## src/rtl/mcx_pkg.sv

```systemverilog
// rtl/mcx_pkg.sv - shared opcode, condition, flag and register-index constants for mcx_gen
package mcx_pkg;

  localparam logic [3:0] OP_NOP = 4'h0;
  localparam logic [3:0] OP_MOV = 4'h1;
  localparam logic [3:0] OP_JMP = 4'h2;
  localparam logic [3:0] OP_ADD = 4'h3;
  localparam logic [3:0] OP_SUB = 4'h4;
  localparam logic [3:0] OP_MUL = 4'h5;
  localparam logic [3:0] OP_NOT = 4'h6;
  localparam logic [3:0] OP_TEQ = 4'h7;
  localparam logic [3:0] OP_TGT = 4'h8;
  localparam logic [3:0] OP_TLT = 4'h9;
  localparam logic [3:0] OP_SLP = 4'hA;

  localparam logic [1:0] COND_ALWAYS  = 2'b00;
  localparam logic [1:0] COND_PLUS    = 2'b01;
  localparam logic [1:0] COND_MINUS   = 2'b10;
  localparam logic [1:0] COND_ALWAYS2 = 2'b11;

  typedef enum logic [1:0] {
    FLAG_NONE  = 2'd0,
    FLAG_PLUS  = 2'd1,
    FLAG_MINUS = 2'd2
  } flag_e;

  localparam int REG_NULL  = 0;
  localparam int REG_ACC   = 1;
  localparam int REG_DAT   = 2;
  localparam int REG_PORT0 = 3;

endpackage

```

## src/rtl/mcx_gen_alu.sv

```systemverilog
// rtl/mcx_gen_alu.sv - saturating add/sub/mul, not and signed compares; mul only with MCX_GEN_MUL_EN
module mcx_gen_alu
  import mcx_pkg::*;
#(
  parameter int DATA_W  = 11,
  parameter int SAT_MAX = 999
) (
  input  logic [3:0]               op,
  input  logic signed [DATA_W-1:0] acc,
  input  logic signed [DATA_W-1:0] a1,
  input  logic signed [DATA_W-1:0] a2,
  output logic signed [DATA_W-1:0] acc_nxt,
  output logic                     tst
);

  localparam int WW     = 2*DATA_W + 1;
  localparam int HW_MAX = (1 << (DATA_W-1)) - 1;
  localparam int LIM    = (SAT_MAX > HW_MAX) ? HW_MAX : SAT_MAX;
  localparam logic signed [WW-1:0] LIM_P = WW'(LIM);
  localparam logic signed [WW-1:0] LIM_N = -LIM_P;

  logic signed [WW-1:0]     acc_w;
  logic signed [WW-1:0]     a1_w;
  logic signed [WW-1:0]     wide;
  logic signed [DATA_W-1:0] sat;

  assign acc_w = WW'(acc);
  assign a1_w  = WW'(a1);

  // full-precision arithmetic result, wide enough that nothing wraps before clamping
  always_comb begin
    wide = '0;
    case (op)
      OP_ADD: wide = acc_w + a1_w;
      OP_SUB: wide = acc_w - a1_w;
`ifdef MCX_GEN_MUL_EN
      OP_MUL: wide = acc_w * a1_w;
`endif
      default: wide = '0;
    endcase
  end

  // clamp the wide result into the symmetric saturation window
  always_comb begin
    if (wide > LIM_P)      sat = LIM_P[DATA_W-1:0];
    else if (wide < LIM_N) sat = LIM_N[DATA_W-1:0];
    else                   sat = wide[DATA_W-1:0];
  end

  // accumulator update and test outcome per opcode
  always_comb begin
    acc_nxt = acc;
    tst     = 1'b0;
    case (op)
      OP_ADD, OP_SUB: acc_nxt = sat;
`ifdef MCX_GEN_MUL_EN
      OP_MUL:         acc_nxt = sat;
`endif
      OP_NOT:         acc_nxt = (acc == '0) ? LIM_P[DATA_W-1:0] : '0;
      OP_TEQ:         tst = (a1 == a2);
      OP_TGT:         tst = (a1 > a2);
      OP_TLT:         tst = (a1 < a2);
      default:        acc_nxt = acc;
    endcase
  end

endmodule

```

## src/rtl/mcx_gen.sv

```systemverilog
// rtl/mcx_gen.sv - tiny accumulator processor: program store, sequencing, registers, ports (MCX_GEN_MUL_EN enables mul)
module mcx_gen
  import mcx_pkg::*;
#(
  parameter  int DATA_W  = 11,
  parameter  int PC_W    = 4,
  parameter  int NPORTS  = 2,
  parameter  int SAT_MAX = 999,
  localparam int ARG_W   = DATA_W + 1,
  localparam int INST_W  = 6 + 2*ARG_W
) (
  input  logic                     clk,
  input  logic                     rst,
  input  logic                     run,
  input  logic                     prog_we,
  input  logic [PC_W-1:0]          prog_addr,
  input  logic [INST_W-1:0]        prog_wdata,
  input  logic [PC_W-1:0]          prog_last,
  input  logic [NPORTS*DATA_W-1:0] p_in,
  output logic [NPORTS*DATA_W-1:0] p_out,
  output logic [NPORTS-1:0]        p_oe,
  output logic [PC_W-1:0]          pc,
  output logic [DATA_W-1:0]        acc_o,
  output logic                     sleeping
);

  logic [INST_W-1:0]        mem [0:(1<<PC_W)-1];
  logic [INST_W-1:0]        line;
  logic [1:0]               cond;
  logic [3:0]               op;
  logic [ARG_W-1:0]         a1;
  logic [ARG_W-1:0]         a2;
  logic signed [DATA_W-1:0] acc;
  logic signed [DATA_W-1:0] dat;
  logic signed [DATA_W-1:0] a1_v;
  logic signed [DATA_W-1:0] a2_v;
  logic signed [DATA_W-1:0] alu_acc;
  logic                     alu_tst;
  logic [DATA_W-1:0]        cnt;
  flag_e                    flag;
  logic                     cond_ok;
  logic                     exec;
  logic                     rd_a1;
  logic                     rd_a2;
  logic                     is_mov;
  logic                     dst_acc;
  logic                     dst_dat;
  logic [NPORTS-1:0]        rd_mask;
  logic [NPORTS-1:0]        wr_mask;
  logic [PC_W-1:0]          pc_seq;

  // value of an operand field: register read or sign-extended immediate
  function automatic logic signed [DATA_W-1:0] arg_val(input logic [ARG_W-1:0] a,
                                                       input logic signed [DATA_W-1:0] acc_v,
                                                       input logic signed [DATA_W-1:0] dat_v,
                                                       input logic [NPORTS*DATA_W-1:0] pin);
    int idx;
    arg_val = '0;
    idx = int'(a[ARG_W-2:0]);
    if (!a[ARG_W-1])          arg_val = $signed(a[DATA_W-1:0]);
    else if (idx == REG_NULL) arg_val = '0;
    else if (idx == REG_ACC)  arg_val = acc_v;
    else if (idx == REG_DAT)  arg_val = dat_v;
    else begin
      for (int k = 0; k < NPORTS; k++)
        if (idx == REG_PORT0 + k) arg_val = $signed(pin[k*DATA_W +: DATA_W]);
    end
  endfunction

  // one-hot port selected by an operand field, empty for immediates and other registers
  function automatic logic [NPORTS-1:0] port_hit(input logic [ARG_W-1:0] a);
    port_hit = '0;
    for (int k = 0; k < NPORTS; k++)
      if (a[ARG_W-1] && int'(a[ARG_W-2:0]) == REG_PORT0 + k) port_hit[k] = 1'b1;
  endfunction

  assign line     = mem[pc];
  assign cond     = line[INST_W-1 -: 2];
  assign op       = line[INST_W-3 -: 4];
  assign a1       = line[2*ARG_W-1 -: ARG_W];
  assign a2       = line[ARG_W-1:0];
  assign a1_v     = arg_val(a1, acc, dat, p_in);
  assign a2_v     = arg_val(a2, acc, dat, p_in);
  assign sleeping = (cnt != '0);
  assign acc_o    = acc;
  assign pc_seq   = (pc == prog_last) ? '0 : pc + PC_W'(1);
  assign exec     = run && !sleeping && cond_ok;
  assign is_mov   = exec && (op == OP_MOV);
  assign dst_acc  = is_mov && a2[ARG_W-1] && (int'(a2[ARG_W-2:0]) == REG_ACC);
  assign dst_dat  = is_mov && a2[ARG_W-1] && (int'(a2[ARG_W-2:0]) == REG_DAT);
  assign wr_mask  = is_mov ? port_hit(a2) : '0;
  assign rd_mask  = exec ? ((rd_a1 ? port_hit(a1) : '0) | (rd_a2 ? port_hit(a2) : '0)) : '0;

  // condition field gates execution on the test flag
  always_comb begin
    case (cond)
      COND_PLUS:                 cond_ok = (flag == FLAG_PLUS);
      COND_MINUS:                cond_ok = (flag == FLAG_MINUS);
      COND_ALWAYS, COND_ALWAYS2: cond_ok = 1'b1;
      default:                   cond_ok = 1'b1;
    endcase
  end

  // which operands an opcode actually reads (drives port drive-enable release)
  always_comb begin
    rd_a1 = 1'b0;
    rd_a2 = 1'b0;
    case (op)
      OP_NOP:                         rd_a1 = 1'b0;
      OP_MOV, OP_ADD, OP_SUB, OP_SLP: rd_a1 = 1'b1;
`ifdef MCX_GEN_MUL_EN
      OP_MUL:                         rd_a1 = 1'b1;
`endif
      OP_TEQ, OP_TGT, OP_TLT: begin
        rd_a1 = 1'b1;
        rd_a2 = 1'b1;
      end
      default:                        rd_a1 = 1'b0;
    endcase
  end

  mcx_gen_alu #(
    .DATA_W  (DATA_W),
    .SAT_MAX (SAT_MAX)
  ) u_alu (
    .op      (op),
    .acc     (acc),
    .a1      (a1_v),
    .a2      (a2_v),
    .acc_nxt (alu_acc),
    .tst     (alu_tst)
  );

  // program store write port; fetch in the same cycle still sees the old line
  always_ff @(posedge clk) begin
    if (prog_we) mem[prog_addr] <= prog_wdata;
  end

  // architectural state: pc, accumulator, dat, flag, sleep countdown and ports
  always_ff @(posedge clk or posedge rst) begin
    if (rst) begin
      pc    <= '0;
      acc   <= '0;
      dat   <= '0;
      flag  <= FLAG_NONE;
      cnt   <= '0;
      p_out <= '0;
      p_oe  <= '0;
    end else if (run) begin
      if (sleeping) begin
        cnt <= cnt - DATA_W'(1);
        if (cnt == DATA_W'(1)) pc <= pc_seq;
      end else begin
        pc   <= pc_seq;
        p_oe <= (p_oe & ~rd_mask) | wr_mask;
        for (int k = 0; k < NPORTS; k++)
          if (wr_mask[k]) p_out[k*DATA_W +: DATA_W] <= a1_v;
        if (dst_acc) acc <= a1_v;
        if (dst_dat) dat <= a1_v;
        if (exec) begin
          case (op)
            OP_JMP:                         pc   <= a1[PC_W-1:0];
            OP_ADD, OP_SUB, OP_MUL, OP_NOT: acc  <= alu_acc;
            OP_TEQ, OP_TGT, OP_TLT:         flag <= alu_tst ? FLAG_PLUS : FLAG_MINUS;
            OP_SLP: begin
              if (a1_v > 0) begin
                cnt <= a1_v;
                pc  <= pc;
              end
            end
            default: ;
          endcase
        end
      end
    end
  end

endmodule

```

## config.mk

```make
export PLATFORM = sky130hd
export DESIGN_NAME = mcx_gen
export DESIGN_NICKNAME = d
export VERILOG_FILES = /design/src/rtl/mcx_pkg.sv /design/src/rtl/mcx_gen_alu.sv /design/src/rtl/mcx_gen.sv
export SDC_FILE = /design/constraint.sdc
export NUM_CORES = 1
export LEC_CHECK = 0
export ABC_CLOCK_PERIOD_IN_PS = 8300
export BUFFER_PORTS_ARGS = -buffer_cell sky130_fd_sc_hd__buf_4
export CAP_MARGIN = 10
export CORE_ASPECT_RATIO = 0.9
export CORE_UTILIZATION = 45
export DETAILED_ROUTE_END_ITERATION = 6
export PLACE_DENSITY = 0.69
export SLEW_MARGIN = 20
export SYNTH_ARGS = -nofsm -noshare
export SYNTH_HDL_FRONTEND = slang
export SYNTH_SLANG_ARGS = --single-unit
```

## constraint.sdc

```tcl
create_clock -name clk -period 8.3 [get_ports clk]
set_clock_uncertainty 0.1 [all_clocks]
set_input_delay 0.415 -clock clk [delete_from_list [all_inputs] [get_ports clk]]
set_output_delay 0.415 -clock clk [all_outputs]
set_load 0.01 [all_outputs]
```

After elaboration in Yosys (flattened, before gate mapping)
Memory sizes are Yosys's and may differ from the RTL's.
Cells that the tools add are included.

storage, ports and cells
  flip-flop bits (word level) = 63
  RAM bits = 480
  input bits = 64
  output and inout port bits = 40
  memories = 1

memories
  name  words  bits a word  rd ports  clocked after memory_dff  wr ports  line           source
  mem   16     30           1         0                         1         mcx_gen.sv:27  logic [INST_W-1:0] mem [0:(1<<PC_W)-1];

operators by class
  add/subtract/negate cells = 4
  $lt $le $gt $ge = 5
  equality and inequality tests = 29
  muxes and demuxes = 45
  bitwise operators = 5
  reductions and logical operators = 32

operators with widths
  cell                                                              count
  2-to-1 mux 11 bit                                                 21
  case mux 23 bit (2 select lines)                                  1
  == test 11 x 3 -> 1 bit (second input constant)                   4
  zero test 11 bit                                                  3
  greater-than comparator 23 x 11 -> 1 bit (second input constant)  1
  < comparator 23 x 11 -> 1 bit (second input constant)             1
  == test 11 x 2 -> 1 bit (second input constant)                   2
  == test 11 x 4 -> 1 bit (second input constant)                   2
  case mux 11 bit (2 select lines)                                  1
  2-to-1 mux 4 bit                                                  5
  == test 4 x 3 -> 1 bit (second input constant)                    4
  AND reduction 3 bit                                               5
  adder 11 x 11 -> 12 bit                                           1
  == test 4 bit (second input constant)                             3
  subtractor 11 x 11 -> 12 bit                                      1
  == test 11 x 1 -> 1 bit (second input constant)                   1
  == test 11 bit                                                    1
  greater-than comparator 11 x 1 -> 1 bit (second input constant)   1
  greater-than comparator 11 bit                                    1
  < comparator 11 bit                                               1
  nonzero test 11 bit                                               1
  subtractor 11 x 1 -> 11 bit (second input constant)               1
  logical AND 1 bit                                                 10
  2-to-1 mux 10 bit                                                 1
  other kinds (26)                                                  47

Longest topological paths before layout
Gate-level depths: netlist (run 1).
An unclocked memory read counts as a cell.

  depth in word-level cells = 16
  mapped depth = 31
  depth with buffers taken out = 25

By module
From an unflattened synthesis (run 1), not the netlist that was laid out.

unflattened totals
  cell total of the unflattened synthesis = 1,467
  area total of the unflattened synthesis = 24,043.1 µm²

by module, submodules not included
  module       times used  cells an instance  area an instance (µm²)  sequential area each (µm²)
  mcx_gen      1           1,252              22,494.1                15,990.3
  mcx_gen_alu  1           215                1,549.0                 0.0

Worst setup path after synthesis (run 1)
Ideal clock, no wire load.

  path kind = register to register
  start point = reg pc[0]
  end point = reg acc[8], in the netlist acc_o[8]
  library setup time = 129 ps
  arrival time = 6,897 ps
  data required time = 8,071 ps
  path slack = 1,174 ps
  cell stages (with the launch flop) = 29
  cells stage by stage = dfrtp_1 -> buf_4 -> buf_2 -> mux4_2 -> a22oi_1 -> nand2_1 -> or4_1 -> clkbuf_1 -> nor3_1 -> a21o_1 -> nor2_1 -> a21oi_1 -> ha_1 -> and3_1 -> clkbuf_1 -> nor2_1 -> xnor2_1 -> ha_1 -> and3_1 -> a21oi_1 -> nor3b_1 -> xnor2_1 -> or4_1 -> o31ai_1 -> nor2_1 -> or2_2 -> mux2_2 -> a31oi_1 -> a211oi_1

on the way
  cells in the longest elaborated chain, start to end = 16
  elaborated cells on any way between the ends = 43

RTL lines
  element                                                                  line                                  source
  start, declared                                                          mcx_gen.sv:22                         output logic [PC_W-1:0] pc,
  start signal, assigned                                                   mcx_gen.sv:152                        if (cnt == DATA_W'(1)) pc <= pc_seq;
  start signal, assigned                                                   mcx_gen.sv:154                        pc <= pc_seq;
  start signal, assigned                                                   mcx_gen.sv:162                        OP_JMP: pc <= a1[PC_W-1:0];
  memory read (16 x 30 bit) (*)                                            -
  == test 11 x 3 -> 1 bit                                                  mcx_gen.sv:66                         if (idx == REG_PORT0 + k) arg_val = $signed(pin[k*DATA_W +: DATA_W]);
  2-to-1 mux 11 bit (2 in series)                                          mcx_gen.sv:66
  2-to-1 mux 11 bit                                                        mcx_gen.sv:63                         else if (idx == REG_DAT) arg_val = dat_v;
  2-to-1 mux 11 bit                                                        mcx_gen.sv:62                         else if (idx == REG_ACC) arg_val = acc_v;
  2-to-1 mux 11 bit                                                        mcx_gen.sv:61                         else if (idx == REG_NULL) arg_val = '0;
  2-to-1 mux 11 bit                                                        mcx_gen.sv:60                         if (!a[ARG_W-1]) arg_val = $signed(a[DATA_W-1:0]);
  subtractor 11 x 11 -> 12 bit or adder 11 x 11 -> 12 bit (tied branches)  mcx_gen_alu.sv:35, mcx_gen_alu.sv:34
  case mux 23 bit (2 select lines)                                         mcx_gen_alu.sv:33                     case (op)
  < comparator 23 x 11 -> 1 bit                                            mcx_gen_alu.sv:46                     else if (wide < LIM_N) sat = LIM_N[DATA_W-1:0];
  2-to-1 mux 11 bit                                                        mcx_gen_alu.sv:46
  2-to-1 mux 11 bit                                                        mcx_gen_alu.sv:45                     if (wide > LIM_P) sat = LIM_P[DATA_W-1:0];
  case mux 11 bit (2 select lines)                                         mcx_gen_alu.sv:54                     case (op)
  2-to-1 mux 11 bit                                                        mcx_gen.sv:161                        case (op)
  2-to-1 mux 11 bit                                                        mcx_gen.sv:160                        if (exec) begin
  end signal, assigned                                                     mcx_gen.sv:158                        if (dst_acc) acc <= a1_v;
  end signal, assigned                                                     mcx_gen.sv:163                        OP_ADD, OP_SUB, OP_MUL, OP_NOT: acc <= alu_acc;
  end, declared                                                            mcx_gen.sv:33                         logic signed [DATA_W-1:0] acc;

Every way passes the cells marked *; elsewhere a longest branch is shown, timed or not.
A chain may end at the register's enable or synchronous reset.

Worst setup path after layout (run 1)
Ends and elaborated chain as after synthesis.

==> out/results.ini, run 1 <==
[outcome]
status = completed

[global_route]
grt_use_met3_pct = 4.07
grt_use_total_pct = 22.2
met1_usage_pct = 30.3
overflow = 0
grt_max_degree = 64
grtUsageMet2_pct = 36.2
grt_pass1_wl_mm = 87.9
antenna_found_initial = 1
top_usage_layer = met2
grt_pass1_vias = 13900

[cts]
cts-root-buf = clkbuf_16
clk_latency_ps = 610
clockBufferDepth = 3
cts_tree = yes
h-tree-depth = 2
clk_pin_slew_ps = 60
cts-buffers-inserted = 53
cts_num_sinks = 543

[pwr]
power_density_nw_per_um2 = 306
peakVddDrop_mv = 0.199
power_leakage_nw = 9.52
power_mw = 8.42

[critical_path]
start_kind = flop
r2r_cells = 24
crit_family = simple AND/OR/NAND/NOR gates
worstPathArrival_ps = 8060
crit_type = reg2reg
worstPathCellList = buf_12 > mux4_2 > a22oi_1 > nand2_1 > or4_1 > or4b_1 > o21ai_1 > a2bb2oi_2 > nor3b_2 > inv_1 > o21ai_0 > xor2_1 > ha_1 > and3_1 > a21oi_1 > nor3b_1 > xnor2_1 > or4_1 > o31ai_2 > nor2_1 > or2_2 > mux2_2 > a31oi_1 > a211oi_1
critical_path_depth = 24
critPathBufInv = 2
crit_top_cell = or4_1
slowest_delay_ps = 750
cp_max_fo = 17
crit_required_ps = 8670
critPathSlowestCell = or4b_1
critPathCaptureType = flop

[final_layout]
fin_area_um2 = 27500
drive_above_1_share_pct = 26.2
fillers = 4130
nets = 1691
area_delta_synth_final_pct = 16.0

[place]
io_buffers = 103
place_ws_ps = 455
place_congestion = 0.982
dpl_cell_area_um2 = 25500
dp.final_hpwl_mm = 36.0

[yosys]
synth_most_common_cell = edfxtp_1
yosys-top-cells-count = 480 x edfxtp_1, 137 x mux4_2, 112 x nand2_1, 65 x o21ai_0, 63 x dfrtp_1
synth_top_cell_area_share_pct = 60.9
synth_edf_count = 480
synth_top_area_cell = edfxtp_1
yosysSeqAreaShare_pct = 67.5
yosysUniqueCellTypes = 74
ys.warnings.count = 0
avgSynthCellArea_um2 = 16.5
synth_cells = 1438
synthArstFlopShare_pct = 11.6
synth_top_flop_cell = edfxtp_1
synth_seq_cells = 543
syn-num-nets = 1530
synth.area.top_cells = edfxtp_1 61%, mux4_2 13%, dfrtp_1 6.7%, nand2_1 1.8%, ha_1 1.4%
syn_area_um2 = 23700

[route]
dr.pass1.iters = 6
avgRoutedWirePerCell_um = 25.4
drtIter0Drc = 1466
drt_wl_total_mm = 59.3
via_per_inst = 6.00
ant_nets = 0
vias = 14000
drc = 0

[die]
start_util_pct = 45.7
dieArea_um2 = 53600
ios = 104
core_area_um2 = 51800
rows = 79
die_h_um = 220
die_w_um = 244

[timing]
setup_slack_ps = 605
final_max_slew_viol_count = 0
rsz0062_at_grt = false
fmax_mhz = 130
post-route-period-util_pct = 92.7
fin_crit_ps = 7690
finalSetupViolCount = 0
worst_hold_slack_ps = 25.4
tightest_slew_ps = 1080
relSlewSlack_pct = 27.8
finalHoldViolCount = 0
finalSetupTns_ps = 0

[flow_run]
drv_cap = 0

[hold_path]
holdPathStages = 1
hold_class = in2reg

-- path summary, 6_finish.rpt --
path / from / slack (ps) / to
worst max-delay path: pc[0] / 610 / acc_o[8]
worst min-delay path: prog_wdata[18] / 30 / mem[2][18]
worst max register to register: pc[0] / 610 / acc_o[8]
worst min register to register: cnt[9] / 380 / cnt[9]
max in group asynchronous: rst / 6970 / pc[0]
min in group asynchronous: rst / 520 / p_out[16]
-- layout by cell type (no fill, tap or decap), drive strengths merged, types with 8 or more instances in the layout --
master       synthesis  layout
o211ai              18      18
xnor2               18      18
mux2                22      22
edfxtp             480     480
buf                 25     148
nand2b               9       9
nand3               31      31
o21a                10      10
nand2              112     112
and2                11      11
clkinv               0      22
nor2b                8       8
nor3                24      24
inv                 28      31
a22oi               29      29
mux4               137     137
mux2i               20      20
a21oi               45      45
a211oi               9       9
o21ai               68      68
a21o                 9       9
o31ai                8       8
clkbuf              45      65
nor2                62      62
a31oi               12      12
ha                  27      27
dlygate4sd3          0      28
and3                14      14
dfrtp               63      63
-- logic make-up (layout without fill, tap and decap cells) --
family	count (synthesis)	after routing	synth area share [%]
AO/OA/AOI/OAI	249	249	6.93
flip-flops	543	543	67.5
buffers and inverters	98	300	1.70
adder cells (fa/ha/maj)	28	28	1.51
other	0	2	0
AND/OR/NAND/NOR	317	317	6.53
XOR/XNOR	24	24	0.888
multiplexers	179	179	14.9
-- worst reg2reg max path, delay by kind of cell, from the launching register on --
| family | cells | cell delay [ps] |
|---|---|---|
| and+or+nand+nor | 9 | 3550 |
| muxes | 2 | 800 |
| DFF | 1 | 650 |
| AOI/OAI and AO/OA | 8 | 1510 |
| adders and majority gates | 1 | 310 |
| buffers and inverters | 2 | 310 |
| xor gates and xnor gates | 2 | 340 |
-- through the flow --
step                util, %  cells
global placement       49.2   2203
CTS                    53.0   2327
detailed placement     49.2   2203
global route           53.0   2329
floorplan                 -   1438
finish                 53.0   2330
-- state kept, by name, summed over array words and instances, names as in the netlist --
| signal | flops |
|---|---|
| pc | 4 |
| flag | 2 |
| acc_o | 11 |
| mem | 480 |
| p_oe | 2 |
| p_out | 22 |
| dat | 11 |
| cnt | 11 |
-- routing by layer --
metal  share of wire, %  up-vias
met5                  0        -
met4                3.0        0
met3                8.1      116
met2                 47      618
met1                 42     7138
li1                   -     6102
-- final cells by class --
type	instances	area, um2	area share [%]
multi-input combinational	797	7410	27.0
clock buffer	65	1390	5.05
clock inverter	31	299	1.09
inverter	28	105	0.383
antenna	2	5.00	0.0182
tap	688	861	3.13
sequential	543	16000	58.2
timing repair buffer	176	1400	5.11
-- what timing repair did --
action	in CTS	in global routing
endpoints found under the setup margin	0	5
resized for setup	0	1
hold buffers	28	0
setup buffers	0	1
endpoints found under the hold margin	474	0
-- power breakdown --
| group | leakage (nW) | switching [mW] | internal [mW] |
|---|---|---|---|
| Combinational | 3.51 | 1.67 | 1.24 |
| Clock | 0.833 | 1.02 | 1.32 |
| Sequential | 5.17 | 0.105 | 3.06 |
No activity file was read; power rests on OpenSTA's default activity.
==> run 2: changes to the inputs <==
MAX_ROUTING_LAYER = met4   (was default)
==> out/results.ini, run 2 (synthesized netlist as in run 1, its figures left out) <==
[final_layout]
final_cell_mix = 480 x edfxtp_1, 147 x buf_4, 137 x mux4_2
drive_above_1_share_pct = 25.7
largest_registers = mem (480), p_out (22)
largest_reg_flops = 480
nets = 1690
layout_commonest_cell = edfxtp_1
top_register = mem
area_delta_synth_final_pct = 15.8

[pwr]
power_mw = 8.34
power_density_nw_per_um2 = 304
power_leakage_nw = 9.47
swShare_pct = 33.3
power_frac_seq_pct = 38.0
power.share.clock_pct = 27.2
peakVddDrop_mv = 0.183
p_comb_share_pct = 34.8
p_sw_mw = 2.78
internal_power_mw = 5.56

[timing]
relSlewSlack_pct = 26.4
fmax_mhz = 129
rsz0062_at_grt = false
finalSetupTns_ps = 0
post-route-period-util_pct = 93.0
finalSetupViolCount = 0
final_max_slew_viol_count = 0
tightest_slew_ps = 1100
fin_crit_ps = 7720
finalHoldViolCount = 0

[outcome]
status = completed

[route]
drt_wl_total_mm = 59.3
via_per_inst = 6.02
ant_nets = 0
avgRoutedWirePerCell_um = 25.5
vias = 14000
dr.pass1.iters = 5
drc = 0
drtIter0Drc = 1375

[place]
place_congestion = 1.00
dp.final_hpwl_mm = 36.3
io_buffers = 103

[cts]
cts-buffers-inserted = 52
cts-root-buf = clkbuf_16
clk_pin_slew_ps = 60
h-tree-depth = 2
clk_latency_ps = 610
cts_tree = yes
clockBufferDepth = 3
cts_num_sinks = 543

[flow_run]
drv_cap = 0

[critical_path]
worstPathArrival_ps = 8070
start_kind = flop
crit_required_ps = 8650
critPathCaptureType = flop
cp_max_fo = 16
crit_type = reg2reg

[global_route]
grt_max_degree = 64
overflow = 0
grt_pass1_wl_mm = 88.6
antenna_found_initial = 1
grt_use_total_pct = 23.1
grt_pass1_vias = 13900

[die]
die_h_um = 220
die_w_um = 244
core_area_um2 = 51800
dieArea_um2 = 53600
ios = 104
rows = 79
start_util_pct = 45.7

[hold_path]
hold_class = in2reg

run 2: changes by cell type in the layout (fill, tap and decap cells not counted), sizes merged:
cell / delta
diode: -1
bufinv: -2
clkinv: -3
inv: -2
clkbuf: +4
run 2: path summary, 6_finish.rpt:
kind	from	to	slack (ps)	cells after the start
min reg2reg	p_out[9]	p_out[9]	380	2
max reg2reg	pc[0]	acc_o[8]	580	24
max in group asynchronous	rst	pc[0]	6910	4
max	pc[0]	acc_o[8]	580	24
min	prog_wdata[16]	mem[4][16]	30	1
min in group asynchronous	rst	p_out[16]	530	4
run 2: metal layers:
layer,share of wire [%],vias to the layer above,track usage [%]
li1,-,6104,-
met1,43,7219,31.5
met2,48,580,36.7
met3,7.0,102,3.18
met4,2.3,0,6.35
met5,0,-,-
run 2: per-stage QoR:
step | instances | hold slack (ps) | setup WS (ps) | cell area (um2) | util [%]
3_5_place_dp | 2203 | 373 | 472 | 25500 | 49.2
6_report | 2326 | 25.1 | 578 | 27400 | 52.9
4_1_cts | 2324 | 2.76 | 406 | 27400 | 52.9
5_1_grt | 2326 | 21.3 | 75.4 | 27400 | 52.9
2_1_floorplan | 1438 | 343 | 1170 | 23700 | -
3_3_place_gp | 2203 | 368 | 655 | 25500 | 49.2
run 2: area by class of cell:
class	count	area, um2
clock inverters	24	218
clock buffers	69	1410
inverters	28	105
fillers	4108	24400
multi-input cells	797	7410
diodes	1	2.50
well taps	688	861
repair buffers	176	1400
flip-flops and latches	543	16000
run 2: power by group through the flow:
stage	clock [mW]	sequential (mW)	combinational, mW
after floorplan	0	3.16	2.10
after global placement	0	3.24	2.79
after detailed placement	0	3.24	2.82
after CTS	2.31	3.19	2.85
after global routing	2.41	3.18	3.15
final	2.27	3.17	2.90
run 2: worst max-delay path, cell delays in order, from the launching register on:
cell      delay (ps)
dfrtp_4          640
buf_12           240
mux4_2           520
a22oi_1          160
nand2_1          190
or4_1            750
nor3_1           540
a21oi_1          120
o22ai_1          460
ha_1             260
and3_1           270
nor2_1            80
xnor2_1          150
ha_1             340
and3_1           200
a21oi_1          140
nor3b_1          370
xnor2_1          150
or4_1            530
o31ai_2          340
nor2_1           120
or2_2            320
mux2_2           270
a31oi_1          220
a211oi_1          80
run 2: timing repair:
item | CTS | global route
hold endpoints to repair | 428 | 0
hold buffers | 28 | 0
setup endpoints to repair | 0 | 5
buffers inserted | 0 | 1
gates resized for setup | 0 | 1
==> run 3: changes to the inputs <==
ABC_AREA = 1   (was default)
SKIP_CTS_REPAIR_TIMING = 1   (was default)
==> out/results.ini, run 3 <==
[outcome]
status = complete, but fails checks
violations = hold timing

[final_layout]
fin_area_um2 = 28300
final_cell_mix = 480 x edfxtp_1, 472 x nand2_1, 255 x nor2_1
nets = 2518
area_delta_synth_final_pct = 13.6
multi_input_area_um2 = 7700
layout_commonest_cell = edfxtp_1
top_register = mem
fillers = 4706
largest_reg_flops = 480
largest_registers = mem (480), p_out (22)
fin_util_pct = 51.9
ff_latch_area_um2 = 16000
final_cells = 3178
drive_above_1_share_pct = 12.8

[route]
via_per_inst = 5.71
vias = 18100
drtIter0Drc = 2212
drt_wl_total_mm = 69.6
drc = 0
avgRoutedWirePerCell_um = 21.9
ant_nets = 0
dr.pass1.iters = 6

[critical_path]
start_kind = flop
crit_top_cell = nand2_1
critPathCaptureType = flop
slowest_delay_ps = 770
worstPathArrival_ps = 7920
crit_required_ps = 8690
crit_family = simple AND/OR/NAND/NOR gates
critPathSlowestCell = inv_6
critical_path.startpoint = pc[0]
critPathBufInv = 5
cp_max_fo = 125
crit_type = reg2reg
rr_startpoint = pc[0]

[cts]
clockBufferDepth = 3
cts-buffers-inserted = 56
h-tree-depth = 2
cts_num_sinks = 543
cts_tree = yes
clk_latency_ps = 640
cts-root-buf = clkbuf_16
clk_pin_slew_ps = 70

[yosys]
ys.warnings.count = 0
yosys-top-cells-count = 480 x edfxtp_1, 472 x nand2_1, 271 x nor2_1, 180 x o21ai_0, 172 x nand3_1
syn_area_um2 = 24900
synth_cells = 2331
synth_edf_count = 480
synth_top_flop_cell = edfxtp_1
synth_top_cell_area_share_pct = 57.9
synthArstFlopShare_pct = 11.6
synth_seq_cells = 543
yosysSeqAreaShare_pct = 64.2
yosysUniqueCellTypes = 60
syn-num-nets = 2423
synth_most_common_cell = edfxtp_1
synth.area.top_cells = edfxtp_1 58%, nand2_1 7.1%, dfrtp_1 6.3%, nor2_1 4.1%, o21ai_0 3.6%
synth_top_area_cell = edfxtp_1
avgSynthCellArea_um2 = 10.7

[global_route]
antenna_found_initial = 3
grt_use_met3_pct = 4.04
grt_use_total_pct = 25.4
overflow = 0
met1_usage_pct = 34.1
top_usage_layer = met2
grt_pass1_vias = 17200
grtUsageMet2_pct = 39.1
grt_max_degree = 126
grt_pass1_wl_mm = 105

[pwr]
power_leakage_nw = 10.7
power_density_nw_per_um2 = 333
peakVddDrop_mv = 0.175

[place]
io_buffers = 103
place_ws_ps = 988
dpl_cell_area_um2 = 26200
place_congestion = 1.01
dp.final_hpwl_mm = 41.0
placed_cells = 3050

[die]
die_h_um = 225
start_util_pct = 45.7
rows = 81
die_w_um = 250
core_area_um2 = 54500
ios = 104
dieArea_um2 = 56300

[timing]
final_max_slew_viol_count = 0
fin_crit_ps = 7530
finalSetupViolCount = 0
tightest_slew_ps = 1070
relSlewSlack_pct = 28.8
post-route-period-util_pct = 90.7
setup_slack_ps = 769
rsz0062_at_grt = false
finalHoldViolCount = 63
worst_hold_slack_ps = -16.8
fmax_mhz = 133
finalSetupTns_ps = 0

[hold_path]
hold_class = in2async

[flow_run]
drv_cap = 0

==> run 3: cell count changes after synthesis, moves of 24 or more <==
cell      change
inv_1       +114
nor2_1      +209
o21ai_1      +52
mux4_2      -137
nand3_1     +142
buf_2        +26
o21ai_0     +115
o221ai_1     +47
nand2_1     +360
a22oi_1      -26
a21oi_1      +24
==> run 3: layer usage <==
metal  up-vias  wire length [um]
li1       8392                 -
met1      8779             29800
met2       821             31900
met3       150              5620
met4         0              2240
met5         -                 0
==> run 3: per-stage QoR <==
| stage | hold WS [ps] | power [mW] |
|---|---|---|
| 2_1_floorplan | 361 | 5.97 |
| 3_3_place_gp | 357 | 6.86 |
| 3_5_place_dp | 369 | 6.93 |
| 4_1_cts | -60.6 | 9.40 |
| 5_1_grt | 0.895 | 9.97 |
| 6_report | -16.8 | 9.43 |
==> run 3: layout make-up <==
| class | instances | area share (%) |
|---|---|---|
| tap | 705 | 3.12 |
| timing repair buffer | 164 | 4.60 |
| sequential | 543 | 56.6 |
| multi-input combinational | 1508 | 27.2 |
| antenna | 3 | 0.0265 |
| clock buffer | 74 | 5.23 |
| inverter | 153 | 2.06 |
| clock inverter | 28 | 1.15 |
==> run 3: final timing paths <==
kind	slack (ps)	endpoint	cells after the start
setup / recovery	770	acc_o[5]	39
hold / removal	-20	dat[9]	3
setup reg to reg	770	acc_o[5]	39
hold reg to reg	380	p_out[3]	2
max in group asynchronous	7420	pc[2]	3
min in group clk	-20	mem[9][27]	1
==> run 3: kinds of logic (layout without fill, tap and decap cells) <==
group	Yosys count	after routing	synth area share (%)
AOI/OAI and AO/OA	461	461	11.2
DFF	543	543	64.2
adders and majority gates	28	28	1.44
other	0	3	0
and+or+nand+nor	1000	1000	17.1
buffers and inverters	280	419	5.35
xor gates and xnor gates	19	19	0.668
==> run 3: tightest hold or removal path, stage by stage <==
cell   delay, ps
buf_4        110
inv_2         30
buf_4        670
==> run 3: report_power, final <==
part,internal [mW],switching [mW],leakage [nW]
sequential,3.06,0.122,5.16
clock,1.42,1.07,0.875
combinational,1.16,2.59,4.69
